<file path="config.mk">
export PLATFORM = sky130hd
export DESIGN_NAME = tinyqv_uart_periph
export DESIGN_NICKNAME = d
export VERILOG_FILES = /design/src/rtl/tinyqv_uart_pkg.sv /design/src/rtl/tinyqv_uart_rx.sv /design/src/rtl/tinyqv_uart_periph.sv
export SDC_FILE = /design/constraint.sdc
export NUM_CORES = 1
export LEC_CHECK = 0
export CAP_MARGIN = 20
export CORE_MARGIN = 3
export CORE_UTILIZATION = 30
export CTS_BUF_LIST = sky130_fd_sc_hd__clkbuf_4 sky130_fd_sc_hd__clkbuf_8
export DETAILED_ROUTE_END_ITERATION = 7
export GPL_TIMING_DRIVEN = 0
export PLACE_DENSITY = 0.52
export SETUP_SLACK_MARGIN = 0.05
export SLEW_MARGIN = 20
export SYNTH_ARGS = -nofsm -noshare
export SYNTH_HDL_FRONTEND = slang
export SYNTH_SLANG_ARGS = --single-unit
</file>
<file path="constraint.sdc">
create_clock -name clk -period 2.7 [get_ports clk]
set_clock_uncertainty 0.15 [all_clocks]
set_input_delay 0.405 -clock clk [delete_from_list [all_inputs] [get_ports clk]]
set_output_delay 0.405 -clock clk [all_outputs]
set_load 0.05 [all_outputs]
</file>
<file path="src/rtl/tinyqv_uart_pkg.sv">
// Shared constants and types for the TinyQV UART peripheral.
package tinyqv_uart_pkg;

    // Register select values (data_addr[3:2]).
    localparam logic [1:0] TXDATA  = 2'd0;
    localparam logic [1:0] RXDATA  = 2'd1;
    localparam logic [1:0] STATUS  = 2'd2;
    localparam logic [1:0] DIVIDER = 2'd3;

    // STATUS bit positions.
    localparam int unsigned ST_TX_BUSY      = 0;
    localparam int unsigned ST_TX_FULL      = 1;
    localparam int unsigned ST_RX_VALID     = 2;
    localparam int unsigned ST_RX_OVERRUN   = 3;
    localparam int unsigned ST_RX_FRAME_ERR = 4;

    localparam int unsigned DIV_W       = 16;
    localparam logic [15:0] DIVIDER_MIN = 16'd4;

    // Shared TX/RX framing state.
    typedef enum logic [1:0] {
        UART_IDLE  = 2'd0,
        UART_START = 2'd1,
        UART_DATA  = 2'd2,
        UART_STOP  = 2'd3
    } uart_state_t;

    // Smallest usable bit period; shorter values would break the RX mid-bit sample.
    function automatic logic [DIV_W-1:0] clamp_divider(input logic [DIV_W-1:0] d);
        return (d < DIVIDER_MIN) ? DIVIDER_MIN : d;
    endfunction

endpackage

</file>
<file path="src/rtl/tinyqv_uart_rx.sv">
// 8N1 receiver with 2-flop synchroniser and a one-entry holding register.
module tinyqv_uart_rx
    import tinyqv_uart_pkg::*;
(
    input  logic             clk,
    input  logic             rstn,
    input  logic             i_rxd,
    input  logic [DIV_W-1:0] i_divider,
    input  logic             i_clr_valid,
    input  logic             i_clr_err,
    output logic             o_valid,
    output logic [7:0]       o_data,
    output logic             o_overrun,
    output logic             o_frame_err
);

    logic             r_sync1, r_sync2, r_prev;
    uart_state_t      r_state, w_state_nxt;
    logic [DIV_W-1:0] r_cnt, w_cnt_nxt;
    logic [2:0]       r_bit, w_bit_nxt;
    logic [7:0]       r_shift, w_shift_nxt;
    logic             w_stop_ok, w_stop_bad;
    logic             r_valid, r_overrun, r_frame_err;
    logic [7:0]       r_data;

    // Synchronise the asynchronous line and keep one cycle of history for edge detect.
    always_ff @(posedge clk or negedge rstn) begin
        if (!rstn) begin
            r_sync1 <= 1'b1;
            r_sync2 <= 1'b1;
            r_prev  <= 1'b1;
        end else begin
            r_sync1 <= i_rxd;
            r_sync2 <= r_sync1;
            r_prev  <= r_sync2;
        end
    end

    // RX FSM state register.
    always_ff @(posedge clk or negedge rstn) begin
        if (!rstn) begin
            r_state <= UART_IDLE;
            r_cnt   <= '0;
            r_bit   <= '0;
            r_shift <= '0;
        end else begin
            r_state <= w_state_nxt;
            r_cnt   <= w_cnt_nxt;
            r_bit   <= w_bit_nxt;
            r_shift <= w_shift_nxt;
        end
    end

    // RX FSM next state: half-bit wait in START, then one sample per bit period.
    always_comb begin
        w_state_nxt = r_state;
        w_cnt_nxt   = r_cnt;
        w_bit_nxt   = r_bit;
        w_shift_nxt = r_shift;
        w_stop_ok   = 1'b0;
        w_stop_bad  = 1'b0;
        case (r_state)
            UART_IDLE: begin
                if (r_prev && !r_sync2) begin
                    w_state_nxt = UART_START;
                    w_cnt_nxt   = (i_divider >> 1) - 16'd1;
                end
            end
            UART_START: begin
                if (r_cnt == '0) begin
                    if (r_sync2) begin
                        w_state_nxt = UART_IDLE;
                    end else begin
                        w_state_nxt = UART_DATA;
                        w_cnt_nxt   = i_divider - 16'd1;
                        w_bit_nxt   = 3'd0;
                    end
                end else begin
                    w_cnt_nxt = r_cnt - 16'd1;
                end
            end
            UART_DATA: begin
                if (r_cnt == '0) begin
                    w_shift_nxt = {r_sync2, r_shift[7:1]};
                    w_cnt_nxt   = i_divider - 16'd1;
                    if (r_bit == 3'd7) begin
                        w_state_nxt = UART_STOP;
                    end else begin
                        w_bit_nxt = r_bit + 3'd1;
                    end
                end else begin
                    w_cnt_nxt = r_cnt - 16'd1;
                end
            end
            UART_STOP: begin
                if (r_cnt == '0) begin
                    w_state_nxt = UART_IDLE;
                    w_stop_ok   = r_sync2;
                    w_stop_bad  = !r_sync2;
                end else begin
                    w_cnt_nxt = r_cnt - 16'd1;
                end
            end
            default: w_state_nxt = UART_IDLE;
        endcase
    end

    // Holding register; a same-cycle read frees the slot for the arriving byte.
    always_ff @(posedge clk or negedge rstn) begin
        if (!rstn) begin
            r_valid     <= 1'b0;
            r_data      <= '0;
            r_overrun   <= 1'b0;
            r_frame_err <= 1'b0;
        end else begin
            if (w_stop_ok && (!r_valid || i_clr_valid)) begin
                r_valid <= 1'b1;
                r_data  <= r_shift;
            end else if (i_clr_valid) begin
                r_valid <= 1'b0;
            end
            if (w_stop_ok && r_valid && !i_clr_valid) begin
                r_overrun <= 1'b1;
            end else if (i_clr_err) begin
                r_overrun <= 1'b0;
            end
            if (w_stop_bad) begin
                r_frame_err <= 1'b1;
            end else if (i_clr_err) begin
                r_frame_err <= 1'b0;
            end
        end
    end

    assign o_valid     = r_valid;
    assign o_data      = r_data;
    assign o_overrun   = r_overrun;
    assign o_frame_err = r_frame_err;

endmodule

</file>
<file path="src/rtl/tinyqv_uart_periph.sv">
// TinyQV data-bus UART peripheral: bus decode, registers, TX FIFO and TX FSM.
// The RX path is built only when TINYQV_UART_RX_EN is defined.
module tinyqv_uart_periph
    import tinyqv_uart_pkg::*;
#(
    parameter logic [27:0] BASE_ADDR     = 28'h8000000,
    parameter int unsigned CLK_DIV       = 16,
    parameter int unsigned TX_FIFO_DEPTH = 4
) (
    input  logic        clk,
    input  logic        rstn,
    input  logic [27:0] data_addr,
    input  logic [1:0]  data_write_n,
    input  logic [1:0]  data_read_n,
    input  logic [31:0] data_in,
    output logic        data_ready,
    output logic [31:0] data_out,
    output logic        uart_txd,
    input  logic        uart_rxd
);

    localparam int unsigned FIFO_AW = $clog2(TX_FIFO_DEPTH);
    localparam int unsigned CNT_W   = FIFO_AW + 1;

    logic             w_req, w_wr, w_rd, w_can_complete, w_fire;
    logic [1:0]       w_sel;
    logic             w_push, w_div_wr, w_rx_rd, w_st_rd;
    logic             r_ack_done;
    logic [DIV_W-1:0] r_divider;
    logic [31:0]      w_status;

    logic [7:0]       r_fifo_mem [TX_FIFO_DEPTH];
    logic [CNT_W-1:0] r_wr_ptr, r_rd_ptr, w_fifo_count;
    logic             w_fifo_full, w_fifo_empty;
    logic [7:0]       w_fifo_head;

    uart_state_t      r_tx_state, w_tx_state_nxt;
    logic [DIV_W-1:0] r_tx_cnt, w_tx_cnt_nxt;
    logic [2:0]       r_tx_bit, w_tx_bit_nxt;
    logic [7:0]       r_tx_shift, w_tx_shift_nxt;
    logic             r_txd, w_txd_nxt, w_tx_pop, w_tx_busy;

    logic             w_rx_valid, w_rx_overrun, w_rx_frame_err;
    logic [7:0]       w_rx_data;
    logic             w_unused;

    // Bus decode and single-shot handshake.
    assign w_sel          = data_addr[3:2];
    assign w_req          = rstn && (data_addr[27:4] == BASE_ADDR[27:4])
                            && ((data_write_n != 2'b11) || (data_read_n != 2'b11));
    assign w_wr           = w_req && (data_write_n != 2'b11);
    assign w_rd           = w_req && (data_read_n != 2'b11);
    assign w_can_complete = !(w_wr && (w_sel == TXDATA) && w_fifo_full);
    assign data_ready     = w_req && !r_ack_done && w_can_complete;
    assign w_fire         = data_ready;
    assign w_push         = w_fire && w_wr && (w_sel == TXDATA);
    assign w_div_wr       = w_fire && w_wr && (w_sel == DIVIDER);
    assign w_rx_rd        = w_fire && w_rd && (w_sel == RXDATA);
    assign w_st_rd        = w_fire && w_rd && (w_sel == STATUS);

    // Ack lockout: one completion per request, released when the master goes idle.
    always_ff @(posedge clk or negedge rstn) begin
        if (!rstn) begin
            r_ack_done <= 1'b0;
        end else if (!w_req) begin
            r_ack_done <= 1'b0;
        end else if (w_fire) begin
            r_ack_done <= 1'b1;
        end
    end

    // DIVIDER register.
    always_ff @(posedge clk or negedge rstn) begin
        if (!rstn) begin
            r_divider <= DIV_W'(CLK_DIV);
        end else if (w_div_wr) begin
            r_divider <= clamp_divider(data_in[15:0]);
        end
    end

    // STATUS word assembly.
    always_comb begin
        w_status                  = '0;
        w_status[ST_TX_BUSY]      = w_tx_busy;
        w_status[ST_TX_FULL]      = w_fifo_full;
        w_status[ST_RX_VALID]     = w_rx_valid;
        w_status[ST_RX_OVERRUN]   = w_rx_overrun;
        w_status[ST_RX_FRAME_ERR] = w_rx_frame_err;
    end

    // Read data mux; zero unless a read is completing.
    always_comb begin
        data_out = '0;
        if (w_fire && w_rd) begin
            case (w_sel)
                RXDATA:  data_out = {23'b0, w_rx_valid, (w_rx_valid ? w_rx_data : 8'h00)};
                STATUS:  data_out = w_status;
                DIVIDER: data_out = {16'b0, r_divider};
                default: data_out = '0;
            endcase
        end
    end

    // TX FIFO storage.
    always_ff @(posedge clk) begin
        if (w_push) begin
            r_fifo_mem[r_wr_ptr[FIFO_AW-1:0]] <= data_in[7:0];
        end
    end

    // TX FIFO pointers; the extra MSB distinguishes full from empty.
    always_ff @(posedge clk or negedge rstn) begin
        if (!rstn) begin
            r_wr_ptr <= '0;
            r_rd_ptr <= '0;
        end else begin
            if (w_push) begin
                r_wr_ptr <= r_wr_ptr + CNT_W'(1);
            end
            if (w_tx_pop) begin
                r_rd_ptr <= r_rd_ptr + CNT_W'(1);
            end
        end
    end

    assign w_fifo_count = r_wr_ptr - r_rd_ptr;
    assign w_fifo_full  = (w_fifo_count == CNT_W'(TX_FIFO_DEPTH));
    assign w_fifo_empty = (w_fifo_count == '0);
    assign w_fifo_head  = r_fifo_mem[r_rd_ptr[FIFO_AW-1:0]];

    // TX FSM state register.
    always_ff @(posedge clk or negedge rstn) begin
        if (!rstn) begin
            r_tx_state <= UART_IDLE;
            r_tx_cnt   <= '0;
            r_tx_bit   <= '0;
            r_tx_shift <= '0;
            r_txd      <= 1'b1;
        end else begin
            r_tx_state <= w_tx_state_nxt;
            r_tx_cnt   <= w_tx_cnt_nxt;
            r_tx_bit   <= w_tx_bit_nxt;
            r_tx_shift <= w_tx_shift_nxt;
            r_txd      <= w_txd_nxt;
        end
    end

    // TX FSM next state: line value for the next bit is registered at each reload.
    always_comb begin
        w_tx_state_nxt = r_tx_state;
        w_tx_cnt_nxt   = r_tx_cnt;
        w_tx_bit_nxt   = r_tx_bit;
        w_tx_shift_nxt = r_tx_shift;
        w_txd_nxt      = r_txd;
        w_tx_pop       = 1'b0;
        case (r_tx_state)
            UART_IDLE: begin
                w_txd_nxt = 1'b1;
                if (!w_fifo_empty) begin
                    w_tx_pop       = 1'b1;
                    w_tx_state_nxt = UART_START;
                    w_tx_cnt_nxt   = r_divider - 16'd1;
                    w_tx_shift_nxt = w_fifo_head;
                    w_txd_nxt      = 1'b0;
                end
            end
            UART_START: begin
                if (r_tx_cnt == '0) begin
                    w_tx_state_nxt = UART_DATA;
                    w_tx_cnt_nxt   = r_divider - 16'd1;
                    w_tx_bit_nxt   = 3'd0;
                    w_txd_nxt      = r_tx_shift[0];
                end else begin
                    w_tx_cnt_nxt = r_tx_cnt - 16'd1;
                end
            end
            UART_DATA: begin
                if (r_tx_cnt == '0) begin
                    w_tx_cnt_nxt = r_divider - 16'd1;
                    if (r_tx_bit == 3'd7) begin
                        w_tx_state_nxt = UART_STOP;
                        w_txd_nxt      = 1'b1;
                    end else begin
                        w_tx_bit_nxt   = r_tx_bit + 3'd1;
                        w_tx_shift_nxt = {1'b0, r_tx_shift[7:1]};
                        w_txd_nxt      = r_tx_shift[1];
                    end
                end else begin
                    w_tx_cnt_nxt = r_tx_cnt - 16'd1;
                end
            end
            UART_STOP: begin
                if (r_tx_cnt == '0) begin
                    if (!w_fifo_empty) begin
                        w_tx_pop       = 1'b1;
                        w_tx_state_nxt = UART_START;
                        w_tx_cnt_nxt   = r_divider - 16'd1;
                        w_tx_shift_nxt = w_fifo_head;
                        w_txd_nxt      = 1'b0;
                    end else begin
                        w_tx_state_nxt = UART_IDLE;
                        w_txd_nxt      = 1'b1;
                    end
                end else begin
                    w_tx_cnt_nxt = r_tx_cnt - 16'd1;
                end
            end
            default: begin
                w_tx_state_nxt = UART_IDLE;
                w_txd_nxt      = 1'b1;
            end
        endcase
    end

    assign w_tx_busy = (r_tx_state != UART_IDLE) || !w_fifo_empty;
    assign uart_txd  = r_txd;

`ifdef TINYQV_UART_RX_EN
    // Optional receive path.
    tinyqv_uart_rx u_rx (
        .clk         (clk),
        .rstn        (rstn),
        .i_rxd       (uart_rxd),
        .i_divider   (r_divider),
        .i_clr_valid (w_rx_rd),
        .i_clr_err   (w_st_rd),
        .o_valid     (w_rx_valid),
        .o_data      (w_rx_data),
        .o_overrun   (w_rx_overrun),
        .o_frame_err (w_rx_frame_err)
    );
    assign w_unused = ^{data_in[31:16], data_addr[1:0]};
`else
    assign w_rx_valid     = 1'b0;
    assign w_rx_data      = 8'h00;
    assign w_rx_overrun   = 1'b0;
    assign w_rx_frame_err = 1'b0;
    assign w_unused       = ^{uart_rxd, data_in[31:16], data_addr[1:0], w_rx_rd, w_st_rd};
`endif

endmodule

</file>
Word level (Yosys, flattened, before mapping)
Memories as Yosys holds them, arrays and structs flattened.
Index checks and enable logic that the tools add are counted.

operators by class
  $add $sub $neg = 6
  muxes and demuxes = 36
  reduce and logical (&&, ||, !) cells = 29
  order comparisons = 1
  equal/unequal tests = 17

operator list
  cell                                                                   number
  16-bit 2-to-1 mux                                                      5
  16-bit one-hot mux with 3 select lines                                 1
  8-bit 2-to-1 mux                                                       4
  16-bit one-hot mux with 2 select lines                                 1
  16-bit by 1-bit subtractor with 16-bit output, second input constant   2
  24-bit == test, second input constant                                  1
  8-bit one-hot mux with 3 select lines                                  1
  16-bit zero test                                                       1
  16-bit by 3-bit < comparator with 1-bit output, second input constant  1
  2-bit != test, second input constant                                   8
  1-bit logical AND                                                      12
  1-bit 2-to-1 mux                                                       12
  2-bit 2-to-1 mux                                                       5
  3-bit by 1-bit adder with 3-bit output, second input constant          3
  3-bit 2-to-1 mux                                                       3
  2-bit == test, second input constant                                   4
  2-bit one-hot mux with 4 select lines                                  1
  4-bit AND reduction                                                    2
  3-bit == test, second input constant                                   2
  3-bit one-hot mux with 2 select lines                                  1
  5-bit AND reduction                                                    1
  2-bit zero test                                                        2
  1-bit one-hot mux with 4 select lines                                  1
  2-bit nonzero test                                                     2
  other kinds (10)                                                       13

word-level totals
  bits in registers = 53
  memory bits (writable) = 32
  input port bits = 67
  output and inout port bits = 34
  memories = 1

memories
  memory      depth  width  read ports  clocked after memory_dff  wr ports  line                      text
  r_fifo_mem  4      8      1           0                         1         tinyqv_uart_periph.sv:32  logic [7:0] r_fifo_mem [TX_FIFO_DEPTH];

Longest topological paths before layout
  depth after elaboration = 12
  mapped depth = 11

Least setup slack after synthesis
Ideal clock, no wire load.

  kind = register -> output
  start = register r_rd_ptr[1]
  end = output data_out[0]
  path slack = -0.776 ns
  path buffers = 1
  arrival = 2.921 ns
  data required time = 2.145 ns
  cell stages (with the launch flop) = 10
  cell sequence = dfrtp_1 -> clkbuf_1 -> inv_1 -> ha_1 -> nor2b_1 -> xnor2_1 -> nor2_1 -> a311oi_1 -> nand3_1 -> a211oi_1

between the ends
  cells in the longest elaborated chain, start to end = 7
  elaborated cells on any way between the ends = 11
  those cells by class = add/sub: 1; eq/ne: 1; mux: 2; reduce/logical: 7

RTL lines
  item                    line                       text
  start, declared         tinyqv_uart_periph.sv:33   logic [CNT_W-1:0] r_wr_ptr, r_rd_ptr, w_fifo_count;
  start signal, assigned  tinyqv_uart_periph.sv:121  r_rd_ptr <= r_rd_ptr + CNT_W'(1);
  3-bit subtractor (*)    tinyqv_uart_periph.sv:126  assign w_fifo_count = r_wr_ptr - r_rd_ptr;
  3-bit == test           tinyqv_uart_periph.sv:127  assign w_fifo_full = (w_fifo_count == CNT_W'(TX_FIFO_DEPTH));
  1-bit logical AND       tinyqv_uart_periph.sv:53   assign w_can_complete = !(w_wr && (w_sel == TXDATA) && w_fifo_full);
  1-bit zero test         tinyqv_uart_periph.sv:53
  1-bit logical AND       tinyqv_uart_periph.sv:54   assign data_ready = w_req && !r_ack_done && w_can_complete;
  1-bit logical AND       tinyqv_uart_periph.sv:94   if (w_fire && w_rd) begin
  16-bit 2-to-1 mux (*)   tinyqv_uart_periph.sv:94
  end, declared           tinyqv_uart_periph.sv:17   output logic [31:0] data_out,

Every way passes the cells marked *; elsewhere a longest branch is shown, timed or not.

Worst setup path after layout
  start = register r_rd_ptr[1]
  end = output data_out[6]

between the ends
  cells in the longest elaborated chain, start to end = 7

RTL lines
  item               line
  3-bit subtractor   tinyqv_uart_periph.sv:126
  3-bit == test      tinyqv_uart_periph.sv:127
  1-bit logical AND  tinyqv_uart_periph.sv:53
  1-bit zero test    tinyqv_uart_periph.sv:53
  1-bit logical AND  tinyqv_uart_periph.sv:54
  1-bit logical AND  tinyqv_uart_periph.sv:94
  16-bit 2-to-1 mux  tinyqv_uart_periph.sv:94

No other way between the ends.

==> impl_metrics.py <==
metrics = {
    "floorplanning": {
        "placementRows": 46,
        "io-pin-count": 101,
        "die_area_mm2": 0.0182,
        "width_of_the_chip_um": 135,
        "placeableCoreArea_mm2": 0.0161,
        "floorplan.die.height_um": 135,
        "initial_core_util": 0.310,
    },
    "clocking": {
        "tritoncts.num_buffers": 9,
        "clkSlewWorstSetupHoldPaths_ns": 0.10,
        "cts.path.max_buffers": 2,
        "cts_htree_levels": 3,
        "clk-insertion-delay-late_ns": 0.37,
        "root_buffer": "sky130_fd_sc_hd__clkbuf_8",
        "tritoncts_clock_tree": "built",
        "clock-sinks": 85,
    },
    "timing": {
        "max_slew_margin": 0.429,
        "timing.final.max_slew_violations": 0,
        "tns_ns": -3.28,
        "timing.final.crit_period_ns": 2.94,
        "timing.fmax_mhz": 340,
        "grt_setup_unrepaired": "yes",
        "post-route-worst-setup-slack_ns": -0.242,
        "fin_crit_sh": 1.09,
        "tightest_pin_transition_ns": 0.855,
        "timing.hold.ws_ns": 0.0134,
        "count_of_endpoints_failing_setup_in_the_final_report": 16,
        "hold_violations": 0,
    },
    "pwr": {
        "post-layout-total-power_mw": 2.45,
        "power_density_mw_per_mm2": 354,
        "vdd_ir_drop_max_uv": 221,
        "static-leakage-power_nw": 2.95,
    },
    "critical_path": {
        "worst-endpoint-arrival_ns": 2.39,
        "worst_path_dominant_cell_family": "simple AND/OR/NAND/NOR gates",
        "setup.reg_to_reg.worst_slack_ns": 0.10,
        "critical_path.reg2reg.endpoint": "r_tx_shift[0]",
        "rr_worst_depth": 8,
        "worstSetupEndpointType": "output pin",
        "worst_path_largest_cell_delay_ns": 0.37,
        "critical_path_class": "flop to output pin",
        "launching_element_of_the_worst_setup_path": "r_rd_ptr[1]",
        "critical_path.reg2reg.startpoint": "r_tx_cnt[13]",
        "critical-path-slowest-cell": "sky130_fd_sc_hd__dfrtp_1",
        "timing.critical_path.depth": 11,
        "path_buf_inv": 4,
        "critical_path.most_common_cell": "sky130_fd_sc_hd__buf_8",
        "cp_cell_sequence": "clkbuf_8 > inv_4 > ha_4 > nor2b_4 > xnor2_4 > nor2_4 > a311oi_2 > and4_4 > buf_8 > and2_4 > buf_8",
        "cp.required_ns": 2.14,
        "worst_setup_path_start_kind": "flop",
        "cp_max_fo": 6,
    },
    "synth": {
        "post_synth_and_or_nand_nor_area_fraction": 0.167,
        "ys_warn_count": 0,
        "yosys_most_used_dff": "sky130_fd_sc_hd__dfrtp_1",
        "synth_area_mm2": 0.00497,
        "postSynth.asyncResetShare": 0.624,
        "synthAdderAreaFrac": 0.0403,
        "post_synth_edffs": 32,
        "postSynthCellCount": 470,
        "synth_compound_area_frac": 0.123,
        "synthesis.area_per_instance_um2": 10.6,
        "synth_sequential_area_ratio": 0.460,
        "synth-seq-cells": 85,
        "synth_top_family_by_area": "simple AND/OR/NAND/NOR gates",
        "synth_mux_area_frac": 0.108,
        "synth_cell_type_count": 59,
        "synth_xor_xnor_area_share": 0.0511,
    },
    "placed_design": {
        "buffer_ports.inserted": 64,
        "total_placed_instance_area_mm2": 0.00603,
        "globalplace.congestion": 0.890,
        "detailedPlacementHpwl_um": 9430,
    },
    "drt": {
        "first_iter_violations": 173,
        "route.detailed.wl_per_inst_um": 16.6,
        "detailroute.via_count": 4080,
        "vias_per_cell": 4.99,
        "drc": 0,
        "antenna_violating_nets_post_route": 0,
        "final_routed_wirelength_across_all_metal_layers_um": 13500,
        "drtPass1Iterations": 5,
    },
    "final_layout": {
        "finish.net_count": 679,
        "layout-drive-gt1-share": 0.304,
        "multi_input_area_mm2": 0.00277,
        "final_cell_area_mm2": 0.00692,
        "utilization": 0.431,
        "final-seq-area_mm2": 0.00229,
        "fillerInstances": 1504,
        "area_growth_syn_to_layout_pct": 39.1,
        "diodes": 0,
    },
    "grt": {
        "maximum_number_of_pins_on_one_net_before_global_route_repair": 27,
        "track_usage": 0.152,
        "via_count_of_the_first_global_routing_pass": 4120,
        "grt_first_pass_wirelength_um": 21800,
        "grt_antenna_before_repair": 0,
        "grt-ovfl-total": 0,
    },
    "status": {
        "failed_checks": "setup timing",
        "outcome": "finished with violations",
    },
    "job": {
        "cap_violations": 0,
    },
    "min_path": {
        "hold_path.class": "input pin to asynchronous set/reset pin",
    },
}
-- cell usage after synthesis (all sizes together), types with 5 or more instances --
master  instances  area [um^2]
edfxtp         32          961
and2           21          131
buf            18          130
xor2           12          105
a21oi          22          121
o31ai           5         37.5
a221oi          9         78.8
xnor2          17          149
clkbuf         19         71.3
mux2           29          327
nand3           8         40.0
nand2          25         93.8
or4             5         37.5
nor4           13         96.3
o21ai          22          110
ha             16          200
nor2           47          176
inv            11         41.3
dfrtp          51         1280
mux4            8          180
nor3           18         90.1
-- sequential cells by signal, summed over array words and instances, names as in the netlist --
name and flops:
r_ack_done 1, r_divider 16, uart_txd 1, r_rd_ptr 3, r_tx_bit 3, r_fifo_mem 32, r_tx_shift 8, r_tx_cnt 16
r_tx_state 2, r_wr_ptr 3
-- final cells by class --
type | instances | share of cell area
clock inverter | 7 | 0.0105
clock buffer | 9 | 0.0179
timing repair buffer | 102 | 0.161
buffer | 35 | 0.0338
inverter | 12 | 0.00687
sequential | 85 | 0.331
multi-input combinational | 351 | 0.400
tap | 216 | 0.0391
-- how the worst max path moves through the flow --
| stage | to | slack [ns] |
|---|---|---|
| 2_1_floorplan | r_tx_shift[1] | 0.004 |
| 3_3_place_gp | data_out[7] | -3.04 |
| 3_5_place_dp | data_out[7] | -1.04 |
| 4_1_cts | data_out[6] | -0.34 |
| 5_1_grt | data_out[7] | -0.33 |
| 6_report | data_out[6] | -0.24 |
-- metal layers --
layer  share of wire  global-route usage  vias to the layer above
li1                -                   -                     1956
met1            0.43               0.194                     1943
met4           0.019              0.0498                        0
met2            0.49               0.253                      158
met5               0                   0                        -
met3           0.063              0.0373                       23
-- kinds of logic after synthesis --
logic type                 count (synthesis)
AOI/OAI and AO/OA                         90
xor gates and xnor gates                  29
adders and majority gates                 16
buffers and inverters                     49
DFF                                       85
muxes                                     40
other                                      1
and+or+nand+nor                          160
-- power breakdown --
| group | internal, mW | total [mW] | switching, mW |
|---|---|---|---|
| registers | 1.34 | 1.34 | 0.00000219 |
| logic | 0.0925 | 0.201 | 0.108 |
| clock network | 0.368 | 0.907 | 0.539 |
| total | 1.80 | 2.45 | 0.647 |
-- metrics by stage --
step | worst slack (ns) | instances
3_3_place_gp | -3.04 | 765
6_report | -0.242 | 817
2_1_floorplan | 0.00443 | 485
4_1_cts | -0.335 | 814
3_5_place_dp | -1.04 | 766
5_1_grt | -0.335 | 817
-- timing repair --
item	CTS	global route
pin swaps	15	19
hold endpoints to repair	25	0
cloned	2	0
buffers inserted	28	4
endpoints found under the setup margin	85	74
resized for setup	173	46
hold buffers	3	0
-- layout by cell type, fill, tap and decap left out, drive strengths merged, types with 17 or more instances in the layout --
cell type	n
nor3	18
mux2	29
and2	21
dfrtp	51
buf	73
clkbuf	24
clkdlybuf4s50	31
a21oi	22
edfxtp	32
o21ai	22
nor2	47
xnor2	17
nand2	25
-- worst register-to-register path, stage by stage (launching register included) --
cell,delay [ns]
sky130_fd_sc_hd__dfrtp_1,0.40
sky130_fd_sc_hd__or4_4,0.57
sky130_fd_sc_hd__nor4_4,0.23
sky130_fd_sc_hd__buf_6,0.16
sky130_fd_sc_hd__nand2_4,0.05
sky130_fd_sc_hd__a211o_1,0.31
sky130_fd_sc_hd__a21oi_4,0.16
sky130_fd_sc_hd__buf_12,0.15
sky130_fd_sc_hd__mux2_4,0.30
(Power assumes the default switching activity.)
